==> src/rtl/math_pkg.sv <==
// Opcode encoding, control-state type and per-opcode operand requirements
// shared by the RPN stack calculator and its bench-facing top.
package math_pkg;

  typedef logic [3:0] opcode_t;

  localparam opcode_t OP_NOP   = 4'd0;
  localparam opcode_t OP_PUSH  = 4'd1;
  localparam opcode_t OP_POP   = 4'd2;
  localparam opcode_t OP_DUP   = 4'd3;
  localparam opcode_t OP_SWAP  = 4'd4;
  localparam opcode_t OP_ADD   = 4'd5;
  localparam opcode_t OP_SUB   = 4'd6;
  localparam opcode_t OP_AND   = 4'd7;
  localparam opcode_t OP_OR    = 4'd8;
  localparam opcode_t OP_XOR   = 4'd9;
  localparam opcode_t OP_MUL   = 4'd10;
  localparam opcode_t OP_NEG   = 4'd11;
  localparam opcode_t OP_CLEAR = 4'd12;

  localparam logic [1:0] ARGS_NONE   = 2'd0;
  localparam logic [1:0] ARGS_UNARY  = 2'd1;
  localparam logic [1:0] ARGS_BINARY = 2'd2;

  typedef enum logic [0:0] {
    ST_IDLE     = 1'b0,
    ST_MUL_WAIT = 1'b1
  } ctrl_state_t;

  // Minimum stack depth an opcode needs before it may execute
  function automatic logic [1:0] op_operands(input opcode_t op);
    case (op)
      OP_POP, OP_DUP, OP_NEG: return ARGS_UNARY;
      OP_SWAP, OP_ADD, OP_SUB, OP_AND, OP_OR, OP_XOR, OP_MUL: return ARGS_BINARY;
      default: return ARGS_NONE;
    endcase
  endfunction

  function automatic logic op_grows(input opcode_t op);
    return (op == OP_PUSH) || (op == OP_DUP);
  endfunction

  function automatic logic op_illegal(input opcode_t op);
    return op > OP_CLEAR;
  endfunction

endpackage

==> src/rtl/math_mul_seq.sv <==
// Sequential shift-add multiplier. Bit 0 of b is consumed on the start edge,
// so done pulses WIDTH-1 edges later and the product is final while done is high.
module math_mul_seq
  import math_pkg::*;
#(
  parameter int WIDTH = 8
) (
  input  logic               clk,
  input  logic               rst,
  input  logic               start,
  input  logic [WIDTH-1:0]   a,
  input  logic [WIDTH-1:0]   b,
  output logic               busy,
  output logic               done,
  output logic [2*WIDTH-1:0] prod
);

  localparam int CW = $clog2(WIDTH + 1);

  logic [2*WIDTH-1:0] r_acc;
  logic [2*WIDTH-1:0] r_mcand;
  logic [WIDTH-1:0]   r_mplier;
  logic [CW-1:0]      r_cnt;
  logic               r_busy;
  logic               r_done;

  // Iteration datapath: one multiplier bit per clock while busy
  always_ff @(posedge clk or posedge rst) begin
    if (rst) begin
      r_acc    <= {(2*WIDTH){1'b0}};
      r_mcand  <= {(2*WIDTH){1'b0}};
      r_mplier <= {WIDTH{1'b0}};
      r_cnt    <= {CW{1'b0}};
      r_busy   <= 1'b0;
      r_done   <= 1'b0;
    end else if (start) begin
      r_acc    <= b[0] ? {{WIDTH{1'b0}}, a} : {(2*WIDTH){1'b0}};
      r_mcand  <= {{(WIDTH-1){1'b0}}, a, 1'b0};
      r_mplier <= {1'b0, b[WIDTH-1:1]};
      r_cnt    <= CW'(WIDTH - 1);
      r_busy   <= 1'b1;
      r_done   <= 1'b0;
    end else if (r_busy) begin
      if (r_mplier[0]) begin
        r_acc <= r_acc + r_mcand;
      end else begin
        r_acc <= r_acc;
      end
      r_mcand  <= {r_mcand[2*WIDTH-2:0], 1'b0};
      r_mplier <= {1'b0, r_mplier[WIDTH-1:1]};
      r_cnt    <= r_cnt - CW'(1'b1);
      r_busy   <= (r_cnt != CW'(1'b1));
      r_done   <= (r_cnt == CW'(1'b1));
    end else begin
      r_done <= 1'b0;
    end
  end

  assign busy = r_busy;
  assign done = r_done;
  assign prod = r_acc;

endmodule

==> src/rtl/math_stack_alu.sv <==
// RPN stack calculator: shift stack with TOS in entry 0, sticky error flag,
// carry flag, and a two-state control FSM that parks in MUL_WAIT during multiplies.
module math_stack_alu
  import math_pkg::*;
#(
  parameter int WIDTH = 8,
  parameter int DEPTH = 4
) (
  input  logic                       clk,
  input  logic                       rst,
  input  logic [WIDTH-1:0]           data_in,
  input  logic [3:0]                 op_in,
  input  logic                       op_valid,
  output logic                       op_ready,
  output logic [WIDTH-1:0]           data_out,
  output logic [$clog2(DEPTH+1)-1:0] depth,
  output logic                       carry,
  output logic                       zero,
  output logic                       err
);

  localparam int DW = $clog2(DEPTH + 1);
  localparam logic [DW-1:0] DEPTH_FULL = DW'(DEPTH);
  localparam logic [DW-1:0] ONE_D      = DW'(1'b1);

  logic [DEPTH-1:0][WIDTH-1:0] r_stack, w_stack_nxt, w_shift_dn, w_shift_up;
  logic [DW-1:0]               r_depth, w_depth_nxt, w_need;
  logic                        r_carry, w_carry_nxt;
  logic                        r_err, w_err_nxt;
  ctrl_state_t                 r_state, w_state_nxt;
  opcode_t                     w_op;
  logic                        w_fault;
  logic                        w_mul_start, w_mul_busy, w_mul_done;
  logic [2*WIDTH-1:0]          w_prod;
  logic [WIDTH:0]              w_sum, w_diff;

  assign w_op   = opcode_t'(op_in);
  assign w_need = DW'(op_operands(w_op));
  assign w_sum  = {1'b0, r_stack[1]} + {1'b0, r_stack[0]};
  assign w_diff = {1'b0, r_stack[1]} - {1'b0, r_stack[0]};
  assign w_fault = op_illegal(w_op) || (r_depth < w_need) ||
                   (op_grows(w_op) && (r_depth == DEPTH_FULL));

  // Stack views shifted toward/away from TOS, zero-filling the vacated end
  always_comb begin
    w_shift_dn = {(DEPTH*WIDTH){1'b0}};
    w_shift_up = {(DEPTH*WIDTH){1'b0}};
    for (int i = 0; i < DEPTH - 1; i++) begin
      w_shift_dn[i]   = r_stack[i+1];
      w_shift_up[i+1] = r_stack[i];
    end
  end

  // Opcode execution and control FSM next state
  always_comb begin
    w_stack_nxt = r_stack;
    w_depth_nxt = r_depth;
    w_carry_nxt = r_carry;
    w_err_nxt   = r_err;
    w_state_nxt = r_state;
    w_mul_start = 1'b0;
    case (r_state)
      ST_IDLE: begin
        if (!op_valid) begin
          w_state_nxt = ST_IDLE;
        end else if (w_fault) begin
          w_err_nxt = 1'b1;
        end else begin
          case (w_op)
            OP_NOP:  w_stack_nxt = r_stack;
            OP_PUSH: begin
              w_stack_nxt    = w_shift_up;
              w_stack_nxt[0] = data_in;
              w_depth_nxt    = r_depth + ONE_D;
            end
            OP_POP: begin
              w_stack_nxt = w_shift_dn;
              w_depth_nxt = r_depth - ONE_D;
            end
            OP_DUP: begin
              w_stack_nxt    = w_shift_up;
              w_stack_nxt[0] = r_stack[0];
              w_depth_nxt    = r_depth + ONE_D;
            end
            OP_SWAP: begin
              w_stack_nxt[0] = r_stack[1];
              w_stack_nxt[1] = r_stack[0];
            end
            OP_ADD, OP_SUB, OP_AND, OP_OR, OP_XOR: begin
              w_stack_nxt = w_shift_dn;
              w_depth_nxt = r_depth - ONE_D;
              case (w_op)
                OP_ADD: begin
                  w_stack_nxt[0] = w_sum[WIDTH-1:0];
                  w_carry_nxt    = w_sum[WIDTH];
                end
                OP_SUB: begin
                  w_stack_nxt[0] = w_diff[WIDTH-1:0];
                  w_carry_nxt    = w_diff[WIDTH];
                end
                OP_AND:  w_stack_nxt[0] = r_stack[1] & r_stack[0];
                OP_OR:   w_stack_nxt[0] = r_stack[1] | r_stack[0];
                default: w_stack_nxt[0] = r_stack[1] ^ r_stack[0];
              endcase
            end
            OP_MUL: begin
              w_mul_start = 1'b1;
              w_state_nxt = ST_MUL_WAIT;
            end
            OP_NEG:  w_stack_nxt[0] = -r_stack[0];
            OP_CLEAR: begin
              w_stack_nxt = {(DEPTH*WIDTH){1'b0}};
              w_depth_nxt = {DW{1'b0}};
              w_err_nxt   = 1'b0;
              w_carry_nxt = 1'b0;
            end
            default: w_stack_nxt = r_stack;
          endcase
        end
      end
      ST_MUL_WAIT: begin
        if (w_mul_done) begin
          w_stack_nxt    = w_shift_dn;
          w_stack_nxt[0] = w_prod[WIDTH-1:0];
          w_depth_nxt    = r_depth - ONE_D;
          w_carry_nxt    = |w_prod[2*WIDTH-1:WIDTH];
          w_state_nxt    = ST_IDLE;
        end else if (w_mul_busy) begin
          w_state_nxt = ST_MUL_WAIT;
        end else begin
          // Multiplier lost its job: recover to IDLE and flag it
          w_err_nxt   = 1'b1;
          w_state_nxt = ST_IDLE;
        end
      end
      default: w_state_nxt = ST_IDLE;
    endcase
  end

  // Architectural state registers
  always_ff @(posedge clk or posedge rst) begin
    if (rst) begin
      r_stack <= {(DEPTH*WIDTH){1'b0}};
      r_depth <= {DW{1'b0}};
      r_carry <= 1'b0;
      r_err   <= 1'b0;
      r_state <= ST_IDLE;
    end else begin
      r_stack <= w_stack_nxt;
      r_depth <= w_depth_nxt;
      r_carry <= w_carry_nxt;
      r_err   <= w_err_nxt;
      r_state <= w_state_nxt;
    end
  end

  math_mul_seq #(.WIDTH(WIDTH)) u_mul (
    .clk   (clk),
    .rst   (rst),
    .start (w_mul_start),
    .a     (r_stack[1]),
    .b     (r_stack[0]),
    .busy  (w_mul_busy),
    .done  (w_mul_done),
    .prod  (w_prod)
  );

  assign op_ready = (r_state == ST_IDLE);
  assign data_out = r_stack[0];
  assign depth    = r_depth;
  assign carry    = r_carry;
  assign zero     = (r_stack[0] == {WIDTH{1'b0}}) && (r_depth != {DW{1'b0}});
  assign err      = r_err;

endmodule

==> config.mk <==
export PLATFORM = sky130hd
export DESIGN_NAME = math_stack_alu
export DESIGN_NICKNAME = d
export VERILOG_FILES = /design/src/rtl/math_pkg.sv /design/src/rtl/math_mul_seq.sv /design/src/rtl/math_stack_alu.sv
export SDC_FILE = /design/constraint.sdc
export NUM_CORES = 1
export LEC_CHECK = 0
export CORE_AREA = 2 2 113 198
export DETAILED_ROUTE_END_ITERATION = 12
export DIE_AREA = 0 0 115 200
export PLACE_DENSITY = 0.44
export SKIP_LAST_GASP = 1
export SLEW_MARGIN = 15
export SYNTH_ARGS = -nofsm -noshare
export SYNTH_HDL_FRONTEND = slang
export SYNTH_SLANG_ARGS = --single-unit
export TNS_END_PERCENT = 50
==> constraint.sdc <==
create_clock -name clk -period 6.2 [get_ports clk]
set_input_delay 1.24 -clock clk [delete_from_list [all_inputs] [get_ports clk]]
set_output_delay 1.24 -clock clk [all_outputs]
set_load 0.005 [all_outputs]
* Yosys cells after proc, flatten, opt, wreduce, memory -nomap -nowiden
Memories as Yosys holds them, arrays and structs flattened.
Index checks and enable logic that the tools add are counted.
** Word-level totals
- Flip-flop bits (word level) :: 84
- Memory bits (read-only) :: 32
- Output and inout bits :: 15
- Memories :: 1
** Cells by class
- $add $sub $neg :: 7
- $lt $le $gt $ge :: 2
- Eq/ne operators :: 26
- Multiplexer cells :: 46
- Bitwise operators :: 4
- Reduce and logical (&&, ||, !) cells :: 21
** Memories
- (no name shown) :: depth 16, bits a word 2, read ports 1, clocked after memory_dff 0, wr ports 0, line math_pkg.sv:32 : case (op)
** Operators with widths (count)
- 32-bit 2-to-1 mux :: 3
- 16-bit 2-to-1 mux :: 5
- 32-bit case mux with 2 select lines :: 1
- 16-bit case mux with 3 select lines :: 1
- 8-bit case mux with 5 select lines :: 1
- 8-bit case mux with 4 select lines :: 1
- 8-bit 2-to-1 mux :: 3
- 8-bit case mux with 3 select lines :: 1
- 4-bit == test (second input constant) :: 5
- 1-bit 2-to-1 mux :: 18
- 16-bit adder :: 1
- 4-bit by 3-bit == test with 1-bit output (second input constant) :: 4
- 4-bit AND reduction :: 4
- 1-bit case mux with 2 select lines :: 5
- 8-bit by 8-bit adder with 9-bit output :: 1
- 3-bit 2-to-1 mux :: 3
- 3-bit case mux with 3 select lines :: 1
- 8-bit by 8-bit subtractor with 9-bit output :: 1
- 8-bit AND :: 1
- 4-bit by 1-bit == test with 1-bit output (second input constant) :: 2
- 4-bit by 2-bit == test with 1-bit output (second input constant) :: 2
- 8-bit logical NOT :: 1
- 4-bit 2-to-1 mux :: 2
- 2-bit != test (second input constant) :: 4
- other kinds (28) :: 35

* Logic depth before layout (Yosys ltp)
Gate-level depths: netlist of run 1.
- Depth after elaboration :: 9
- Mapped depth :: 12
- Mapped depth without buffers :: 9

* Hierarchy
From an unflattened synthesis of run 1, not the netlist that was laid out.
** Unflattened totals
- Cell total of the unflattened synthesis :: 749
- Area total of the unflattened synthesis :: 6421.2 sq um
** By module, submodules not included
- math_stack_alu :: times used 1, cells an instance 462, area an instance 3694.8 sq um
- math_mul_seq :: times used 1, cells an instance 287, area an instance 2726.4 sq um

* Least setup slack after synthesis of run 1
OpenSTA, ideal clock, no wires.
- Path kind :: input to register
- Start :: in op_in[2]
- End :: reg r_stack[11] (netlist name)
- Setup time :: 0.127 ns
- Arrival time :: 3.267 ns
- Required time :: 6.073 ns
- Setup slack :: 2.807 ns
- Stages :: 12
- Path buffers :: 3
- Cells stage by stage :: buf_4 and2b_1 buf_6 a21oi_1 ha_1 or2_1 o221ai_2 nor3_4 a31oi_4 buf_6 a221oi_2 a21oi_2
** On the way
- Word-level cells in the longest chain between the ends :: 6
- Elaborated cells between the ends (all ways) :: 26
** Ends and longest elaborated chain
- from (decl) :: line math_stack_alu.sv:12 : input logic [3:0] op_in,
- memory 16 x 2 bit (tied with other cells)
- 3-bit by 2-bit less-than comparator with 1-bit output (tied with other cells) :: line math_stack_alu.sv:41 : assign w_fault = op_illegal(w_op) || (r_depth < w_need) ||
- 1-bit logical OR (tied with other cells) :: line math_stack_alu.sv:41
- 1-bit logical OR / 32-bit 2-to-1 mux (equally long branches) :: line math_stack_alu.sv:41, math_stack_alu.sv:66
- 2-bit != test (no line) / 32-bit 2-to-1 mux (equally long branches)
- 4-bit AND reduction (no line) / 32-bit case mux with 2 select lines (equally long branches)
- to (signal assigned) :: line math_stack_alu.sv:143 : r_stack <= {(DEPTH*WIDTH){1'b0}};
- to (signal assigned) :: line math_stack_alu.sv:149 : r_stack <= w_stack_nxt;
- to (decl) :: line math_stack_alu.sv:26 : logic [DEPTH-1:0][WIDTH-1:0] r_stack, w_stack_nxt, w_shift_dn, w_shift_up;
Several ways; a longest one is shown, not always the timed one. The select of a mux whose other input is x is not followed.
A chain may end at the register's enable or synchronous reset.

* Worst setup path in the final report of run 1
- Start :: in op_in[2]
- End :: reg u_mul.r_acc[1] (netlist: u_mul.prod[1])
** On the way
- Word-level cells in the longest chain between the ends :: 9
- Elaborated cells between the ends (all ways) :: 18
** Ends and longest elaborated chain
- memory 16 x 2 bit (tied with other cells)
- 3-bit by 2-bit less-than comparator with 1-bit output / 1-bit logical OR (equally long branches) :: line math_stack_alu.sv:41, math_pkg.sv:40
- 1-bit logical OR / 1-bit logical AND (equally long branches) :: line math_stack_alu.sv:41, math_stack_alu.sv:42
- 1-bit logical OR :: line math_stack_alu.sv:41
- 1-bit 2-to-1 mux * :: line math_stack_alu.sv:66 : end else if (w_fault) begin
- 1-bit 2-to-1 mux * :: line math_stack_alu.sv:64 : if (!op_valid) begin
- 1-bit 2-to-1 mux * :: line math_stack_alu.sv:62 : case (r_state)
- 2-bit nonzero test (no line)
- 2-bit AND reduction (no line)
- to (signal assigned) :: line math_mul_seq.sv:37 : r_acc <= b[0] ? {{WIDTH{1'b0}}, a} : {(2*WIDTH){1'b0}};
- to (signal assigned) :: line math_mul_seq.sv:45 : r_acc <= r_acc + r_mcand;
- to (signal assigned) :: line math_mul_seq.sv:47 : r_acc <= r_acc;
- to (decl) :: line math_mul_seq.sv:20 : logic [2*WIDTH-1:0] r_acc;
Every way passes the cells marked *; elsewhere a longest branch is shown, timed or not.

==> results.cfg, run 1 <==
[synthesis]
synth-edff-count = 0
syn_avg_cell_area_um2 = 8.54
synth.distinct_cells = 69
yosys_warnings = 0
synth_compound_area_share_pct = 24.2
async_flop_share_pct = 100
synth_top_family_by_area = compound AO/OA/AOI/OAI gates
ys_ff_latch = 82
synthMuxAreaShare_pct = 4.91
synth_fp_nets = 804
synth_simple_gate_area_share_pct = 18.8
synth_seq_area_share_pct = 32.5
synthCells = 740
synth_ff_type = dfrtp_1
synth_fa_ha_area_share_pct = 10.1
syn_area_um2 = 6320
synth_xor_area_share_pct = 3.05

[sta]
fin_skew_ns = 0.0102
rsz0062_at_grt = no
finalCritPeriodShare_pct = 74.5
relSlewSlack_pct = 35.6
worst_pin_slew_ns = 0.959
layout_setup_ws_ns = 1.58
setup_viol = 0
slew_viol_final = 0
timing.fmax_mhz = 216
hold_viol_final = 0
fin_crit_ns = 4.62
finalSetupTns_ns = 0

[outcome]
status = completed

[clock_tree]
clk_latency_ns = 0.36
postCtsSetupRepairBufs = 0
clockRootBuffer = clkbuf_16
cts.clk_slew.worst_paths_ns = 0.07
cts_max_path_buffers = 2
clock-sinks = 82
cts_tree = yes
post_cts_resized = 0
cts_made_buffers = 9
htreeDepth = 3
holdBufCountCts = 0

[critical_path]
worstSetupStartpointType = input pin
reg2reg_depth = 6
crit_type = in2reg
required_ns = 6.40
cp_max_fo = 20
cp-end-kind = flip-flop
crit_arrival_ns = 4.82

[job]
maxCapViolCount = 0

[placement]
portBuffers = 29
pre_cts_slack_ns = 1.22
finalWeightedCongestion = 0.907
hpwl_mm = 16.0

[die]
dieWidth_um = 115
initial_core_util_pct = 29.7
coreArea_um2 = 21300
die_y_um = 200
io_pins = 30
die_area_um2 = 23000
rows = 71

[final_layout]
syn_to_final_growth_pct = 10.7
drive_gt1_share_pct = 5.95
nets = 799
n_antenna_cell = 0

[detailed_routing]
drc = 0
vias = 5583
detail_route.first_pass.iterations = 5
drt_iter0_markers = 482
finalWirelength_mm = 21.0
wire_per_inst_um = 21.1
postRouteAntennaNets = 0
vias_per_cell = 5.61

[worst_hold_path]
holdPathStages = 2
hold_path_class = reg2reg

[grt]
overflow = 0
grt_pass1_vias = 5586
grt_pass1_wl_mm = 32.9
grt_start_max_net_pins = 56
antenna_found_initial = 0
grt.total_usage_pct = 19.0

[power_and_ir_drop]
worst_ir_drop_vdd_v = 0.000179
p_per_area_nw_per_um2 = 474
leakagePower_uw = 0.00300
-- cells in the mapped netlist, drive strengths merged, types with 13 or more instances --
cell type	n	area share, %
a21oi	50	4.1
a221oi	22	3.2
a31oi	13	1.8
buf	32	3.1
clkbuf	21	1.2
dfrtp	82	32
ha	46	9.1
inv	35	2.1
mux2i	31	4.9
nand2	95	5.6
nand3	32	2.5
nor2	56	3.3
nor3	22	2.0
o21ai	53	4.2
xnor2	19	2.6
-- through the flow --
stage / utilization [%] / cell area, µm² / total power, µW / std cells / hold slack (ns)
final: 32.8 / 7000 / 3320 / 995 / 0.472
after global routing: 32.8 / 7000 / 3610 / 995 / 0.497
after CTS: 32.8 / 7000 / 3350 / 995 / 0.475
after detailed placement: 31.5 / 6720 / 2810 / 979 / 0.461
after global placement: 31.5 / 6720 / 2770 / 979 / 0.449
after floorplan: - / 6320 / 2260 / 740 / 0.439
-- worst max-delay path, cell delays in order --
cell and delay [ns]:
clkdlybuf4s50_1 0.90, and2b_1 0.50, a21oi_1 0.09, ha_1 0.33, o221ai_2 0.17, nor3_4 0.49, nand3_1 0.71, a21oi_1 0.31
a31oi_1 0.06
-- layout make-up --
class / instances / area, µm²
Fill cell: 2234 / 14300
Multi-Input combinational cell: 568 / 3860
Sequential cell: 82 / 2050
Timing Repair Buffer: 37 / 350
Tap cell: 255 / 319
Clock buffer: 9 / 225
Inverter: 37 / 140
Clock inverter: 7 / 51.3
-- cell usage in the layout, fill, tap and decap left out, types with 6 or more instances in the layout --
master / Yosys / routed
a21oi_1: 48 / 47
nand2b_1: 10 / 10
nor3_1: 20 / 20
nand2_1: 95 / 95
clkdlybuf4s50_1: 0 / 29
o31ai_1: 8 / 8
clkbuf_16: 0 / 9
o21ai_0: 46 / 46
a211oi_1: 9 / 9
nand3_1: 32 / 32
dfrtp_1: 82 / 82
a221o_1: 9 / 9
a31oi_1: 11 / 11
inv_1: 35 / 34
ha_1: 46 / 46
and2_1: 6 / 6
nor2_1: 56 / 56
xnor2_1: 19 / 19
buf_4: 10 / 8
nor2b_1: 6 / 6
o21ai_1: 7 / 7
a21o_1: 6 / 6
a221oi_1: 20 / 20
mux2i_1: 31 / 31
-- layer usage --
metal / wire [µm] / part of all wire, % / GRT usage (%) / vias up
met5: 0 / 0 / 0 / -
met4: 1160 / 5.5 / 11.1 / 0
met3: 664 / 3.2 / 2.60 / 56
met2: 11500 / 55 / 35.7 / 154
met1: 7700 / 37 / 19.8 / 2723
li1: - / - / - / 2650
-- final timing paths --
| check | slack [ns] | start | endpoint |
|---|---|---|---|
| worst min register to register | 0.47 | r_stack[24] | r_stack[24] |
| min in group asynchronous | 1.27 | rst | u_mul.r_mcand[3] |
| worst min-delay path | 0.47 | r_stack[24] | r_stack[24] |
| worst max-delay path | 1.58 | op_in[2] | u_mul.prod[1] |
| worst max register to register | 3.02 | r_state | u_mul.prod[1] |
| max in group asynchronous | 3.81 | rst | r_state |
-- report_power, final --
part / internal (µW) / switching [µW]
logic: 749 / 969
clock network: 275 / 250
registers: 747 / 328
total: 1770 / 1550
-- cell families (layout without fill, tap and decap cells) --
family,count (synthesis),count (layout)
and+or+nand+nor,253,253
buffers and inverters,90,90
muxes,31,31
adders and majority gates,49,49
DFF,82,82
xor gates and xnor gates,22,22
AOI/OAI and AO/OA,213,213
-- registers in the layout, indices dropped and copies added, names as in the netlist --
name,cells
u_mul.r_mcand,15
r_state,1
r_stack,24
u_mul.prod,16
u_mul.r_cnt,4
u_mul.done,1
depth,3
u_mul.r_mplier,7
data_out,8
u_mul.busy,1
carry,1
err,1
Power figures use the tool's default switching activity.
==> run 2, diff against run 1 <==
==> constraint.sdc (replaced) <==
create_clock -name clk -period 4.6 [get_ports clk]
set_input_delay 0.92 -clock clk [delete_from_list [all_inputs] [get_ports clk]]
set_output_delay 0.92 -clock clk [all_outputs]
set_load 0.005 [all_outputs]
==> run 2 against run 1 <==
  * Sequential cell count did not move
  * Power rose by 35%
  * Global-route usage fell by 0.33 points
  * Setup slack got worse by 0.40 ns
  * Via count fell by 1.2%
  * Hold slack got worse by 0.0061 ns
  * Core utilization rose by 0.31 points
  * Sequential share of layout area fell by 0.27 points
  * First-iteration DRC count fell by 35%
  * Critical path depth rose by 1
  * Die area did not move
  * Final area rose by 0.93%
==> results.cfg, run 2 (synthesis results as in run 1) <==
[die]
initial_core_util_pct = 29.7
rows = 71
die_area_um2 = 23000
coreArea_um2 = 21300
io_pins = 30
die_y_um = 200
dieWidth_um = 115

[sta]
finalCritPeriodShare_pct = 74.4
finalSetupTns_ns = 0
layout_setup_ws_ns = 1.18
slew_viol_final = 0
fin_skew_ns = 0.0118
worst_pin_slew_ns = 0.869
fin_crit_ns = 3.42
setup_viol = 0
timing.fmax_mhz = 292
hold_viol_final = 0
rsz0062_at_grt = no
relSlewSlack_pct = 41.9

[power_and_ir_drop]
p_int_uw = 2400
combPwrFrac_pct = 52.4
p_sw_uw = 2080
switching_share_pct = 46.4
seqPwrFrac_pct = 31.4
p_per_area_nw_per_um2 = 635
leakagePower_uw = 0.00304
p_clk_share_pct = 16.2
worst_ir_drop_vdd_v = 0.000189

[worst_hold_path]
hold_path_class = reg2reg
holdPathStages = 2

[final_layout]
drive_gt1_share_pct = 6.70
largest_reg_flops = 24
multi_input_area_um2 = 3860
finalInstanceArea_um2 = 7060
syn_to_final_growth_pct = 11.7
seq_area_um2 = 2050
n_antenna_cell = 0
regMostFlops = r_stack
nets = 805
n_fill_cell = 2253
final_util_pct = 33.1
final_common_cell = nand2_1
layout_common_cells = nand2_1 (95), dfrtp_1 (82), nor2_1 (56)

[clock_tree]
cts.clk_slew.worst_paths_ns = 0.07
holdBufCountCts = 0
clockRootBuffer = clkbuf_16
postCtsSetupRepairBufs = 0
clk_latency_ns = 0.36
htreeDepth = 3
clock-sinks = 82
post_cts_resized = 0
cts_tree = yes
cts_max_path_buffers = 2
cts_made_buffers = 9

[critical_path]
worstSetupStartpointType = input pin
reg2reg_depth = 8
required_ns = 4.88
crit_arrival_ns = 3.70
crit_type = in2reg
r2r_slack_ns = 1.59
cp-end-kind = flip-flop
cp_max_fo = 16

[placement]
portBuffers = 29
pre_cts_slack_ns = 0.799
place_area_um2 = 6780
finalWeightedCongestion = 0.945
hpwl_mm = 15.7

[grt]
grt_start_max_net_pins = 56
grt_pass1_vias = 5788
grt_pass1_wl_mm = 32.8
antenna_found_initial = 0
grt.total_usage_pct = 18.7
overflow = 0

[detailed_routing]
postRouteAntennaNets = 0
drt_iter0_markers = 314
wire_per_inst_um = 20.4
detail_route.first_pass.iterations = 6
drc = 0
vias = 5514
finalWirelength_mm = 20.4
vias_per_cell = 5.51

[job]
maxCapViolCount = 0

[outcome]
status = completed
run 2: layout make-up:
class	instances	share of cell area (%)
timing repair buffer	43	5.78
inverter	37	1.98
sequential	82	29.1
clock inverter	7	0.833
clock buffer	9	3.19
multi-input combinational	568	54.7
tap	255	4.52
run 2: stage by stage:
stage	power, µW	std cells	hold slack (ns)
finish	4490	1001	0.466
CTS	4520	1001	0.471
detailed placement	3770	985	0.456
global placement	3740	985	0.451
floorplan	3040	740	0.439
global route	4860	1001	0.493
run 2: routing by layer:
metal,vias up,global-route usage [%],wire (µm)
li1,2654,-,-
met1,2714,20.4,7810
met2,103,34.6,11100
met3,43,2.36,444
met4,0,10.1,1030
met5,-,0,0
run 2: worst max-delay path, cell delays in order:
cell and delay (ns):
clkdlybuf4s50_1 0.50, nor2b_1 0.27, a21oi_1 0.11, ha_1 0.18, or2_1 0.26, o41ai_4 0.51, nor3_4 0.19, a31oi_4 0.49
a221oi_1 0.10, a21oi_1 0.15
run 2: worst paths after layout:
check / to / startpoint
setup / recovery: r_stack[9] / op_in[3]
hold / removal: r_stack[27] / r_stack[27]
setup reg to reg: data_out[6] / data_out[0]
hold reg to reg: r_stack[27] / r_stack[27]
max in group asynchronous: r_stack[16] / rst
min in group asynchronous: u_mul.r_mcand[2] / rst
run 2: power groups by stage:
stage	logic (µW)	clock network (µW)	registers [µW]
after detailed placement	2350	0	1420
final	2350	727	1410
after CTS	2360	750	1410
after global routing	2630	773	1460
after floorplan	1790	0	1250
after global placement	2320	0	1420
==> run 3, diff against run 2 <==
==> constraint.sdc (replaced) <==
create_clock -name clk -period 3.17 [get_ports clk]
set_input_delay 0.634 -clock clk [delete_from_list [all_inputs] [get_ports clk]]
set_output_delay 0.634 -clock clk [all_outputs]
set_load 0.005 [all_outputs]
==> run 3 against run 2 <==
  * Core utilization increased by 1.6 points
  * Sequential power increased by 44%
  * Sequential cell count unchanged
  * Clock skew increased by 0.0030 ns
  * Combinational power increased by 55%
==> results.cfg, run 3 (synthesis results as in run 1) <==
[clock_tree]
cts_tree = yes
cts.clk_slew.worst_paths_ns = 0.07
holdBufCountCts = 0
htreeDepth = 3
clk_latency_ns = 0.36
cts_max_path_buffers = 2
clockRootBuffer = clkbuf_16
cts_made_buffers = 9
clock-sinks = 82

[final_layout]
multi_input_area_um2 = 3860
layout_common_cells = nand2_1 (95), dfrtp_1 (82), nor2_1 (56)
finalInstanceArea_um2 = 7410
nets = 841
regMostFlops = r_stack
instances_no_fill = 1037
final_util_pct = 34.8
seq_area_um2 = 2050
n_antenna_cell = 0
syn_to_final_growth_pct = 17.2
largest_reg_flops = 24
final_common_cell = nand2_1
drive_gt1_share_pct = 11.0
n_fill_cell = 2260

[placement]
portBuffers = 29
pre_cts_slack_ns = -0.274
dp.cells = 1020
hpwl_mm = 16.6
place_area_um2 = 7090
finalWeightedCongestion = 0.914

[critical_path]
cp-end-kind = flip-flop
r2r_slack_ns = 0.49
crit_path_cell_trace = clkdlybuf4s50_1 -> nor2b_1 -> a21oi_1 -> ha_1 -> or2_1 -> o41ai_4 -> buf_4 -> nor3_4 -> a31oi_4 -> a221o_1 -> o21ai_0
crit_arrival_ns = 3.23
crit_buf_inv = 2
r2r_end = u_mul.prod[13]
crit_path_max_incr_delay_ns = 0.50
cp_max_fo = 7
crit-reg2reg-launch = u_mul.prod[1]
crit_start = op_in[3]
worstSetupStartpointType = input pin
crit_family = compound AO/OA/AOI/OAI gates
cpMaxStageDelayCell = clkdlybuf4s50_1
crit_type = in2reg
cp.depth = 11
required_ns = 3.39
reg2reg_depth = 9
critical_path.endpoint = data_out[2]

[power_and_ir_drop]
switching_share_pct = 46.3
worst_ir_drop_vdd_v = 0.000341
p_int_uw = 3630
combPwrFrac_pct = 54.1
p_per_area_nw_per_um2 = 911
leakagePower_uw = 0.00324
p_sw_uw = 3120
p_clk_share_pct = 15.9
seqPwrFrac_pct = 30.0

[grt]
antenna_found_initial = 0
grt_pass1_vias = 5882
overflow = 0
grt_pass1_wl_mm = 33.7
grt_start_max_net_pins = 53
grt.total_usage_pct = 19.3

[sta]
finalCritPeriodShare_pct = 94.8
fin_crit_ns = 3.00
layout_setup_ws_ns = 0.166
final.hold.worst_slack_ns = 0.470
relSlewSlack_pct = 33.3
hold_viol_final = 0
rsz0062_at_grt = yes
fin_skew_ns = 0.0147
worst_pin_slew_ns = 0.993
slew_viol_final = 0
setup_viol = 0
timing.fmax_mhz = 333

[die]
initial_core_util_pct = 29.7
rows = 71
coreArea_um2 = 21300
dieWidth_um = 115
die_y_um = 200
io_pins = 30
die_area_um2 = 23000

[job]
maxCapViolCount = 0

[detailed_routing]
highest-signal-layer = met4
met2_length_mm = 12.0
vias_per_cell = 5.43
wl_met1_mm = 7.93
drc = 0
dr_wl_met3_um = 438
postRouteAntennaNets = 0
drt_iter0_markers = 373
detail_route.first_pass.iterations = 5
finalWirelength_mm = 21.3
vias = 5633
wire_per_inst_um = 20.6

[outcome]
status = completed

[worst_hold_path]
hold_path_class = reg2reg
==> run 3: cell types whose count changed in the layout (fill, tap and decap cells not counted), sizes merged <==
cell,previous run,this run
clkinvlp,1,3
buf,14,50
clkinv,5,4
inv,38,37
==> run 3: worst min path at each step <==
stage,from,endpoint,slack [ns],depth (start not counted)
after floorplan,r_stack[24],r_stack[24],0.44,2
after global placement,r_stack[31],r_stack[31],0.45,2
after detailed placement,r_stack[31],r_stack[31],0.46,2
after CTS,r_stack[31],r_stack[31],0.47,2
after global routing,r_stack[31],r_stack[31],0.50,2
final,r_stack[26],r_stack[26],0.47,2
==> run 3: power by group through the flow <==
stage	clock (µW)	combinational [µW]	sequential, µW
2_1_floorplan	0	2600	1820
3_3_place_gp	0	3570	2030
3_5_place_dp	0	3630	2050
4_1_cts	1110	3650	2030
5_1_grt	1160	4060	2090
6_report	1070	3650	2030
==> run 3: layout make-up <==
| cell class | count | share of cell area, % |
|---|---|---|
| multi-input cells | 568 | 52.1 |
| flip-flops and latches | 82 | 27.7 |
| repair buffers | 79 | 10.0 |
| well taps | 255 | 4.31 |
| clock buffers | 9 | 3.04 |
| inverters | 37 | 1.89 |
| clock inverters | 7 | 0.979 |
==> run 3: tightest hold or removal path, stage by stage (launching register included) <==
cell and delay, ns:
dfrtp_1 0.35, nand2_1 0.05, nand2_1 0.05
==> run 3: metrics by stage <==
| stage | TNS [ns] | total power, µW |
|---|---|---|
| floorplan | 0 | 4420 |
| finish | 0 | 6750 |
| global route | -0.00101 | 7300 |
| detailed placement | -8.07 | 5680 |
| CTS | 0 | 6790 |
| global placement | -7.84 | 5600 |
==> run 3: routing by layer <==
| layer | track usage [%] | up-vias |
|---|---|---|
| met5 | 0 | - |
| met2 | 36.5 | 99 |
| met3 | 2.78 | 44 |
| li1 | - | 2728 |
| met4 | 9.82 | 0 |
| met1 | 20.3 | 2762 |
==> run 3: repair_timing <==
action	4_1_cts	5_1_grt
buffers inserted	0	1
setup endpoints to repair	0	12
resized for setup	0	0
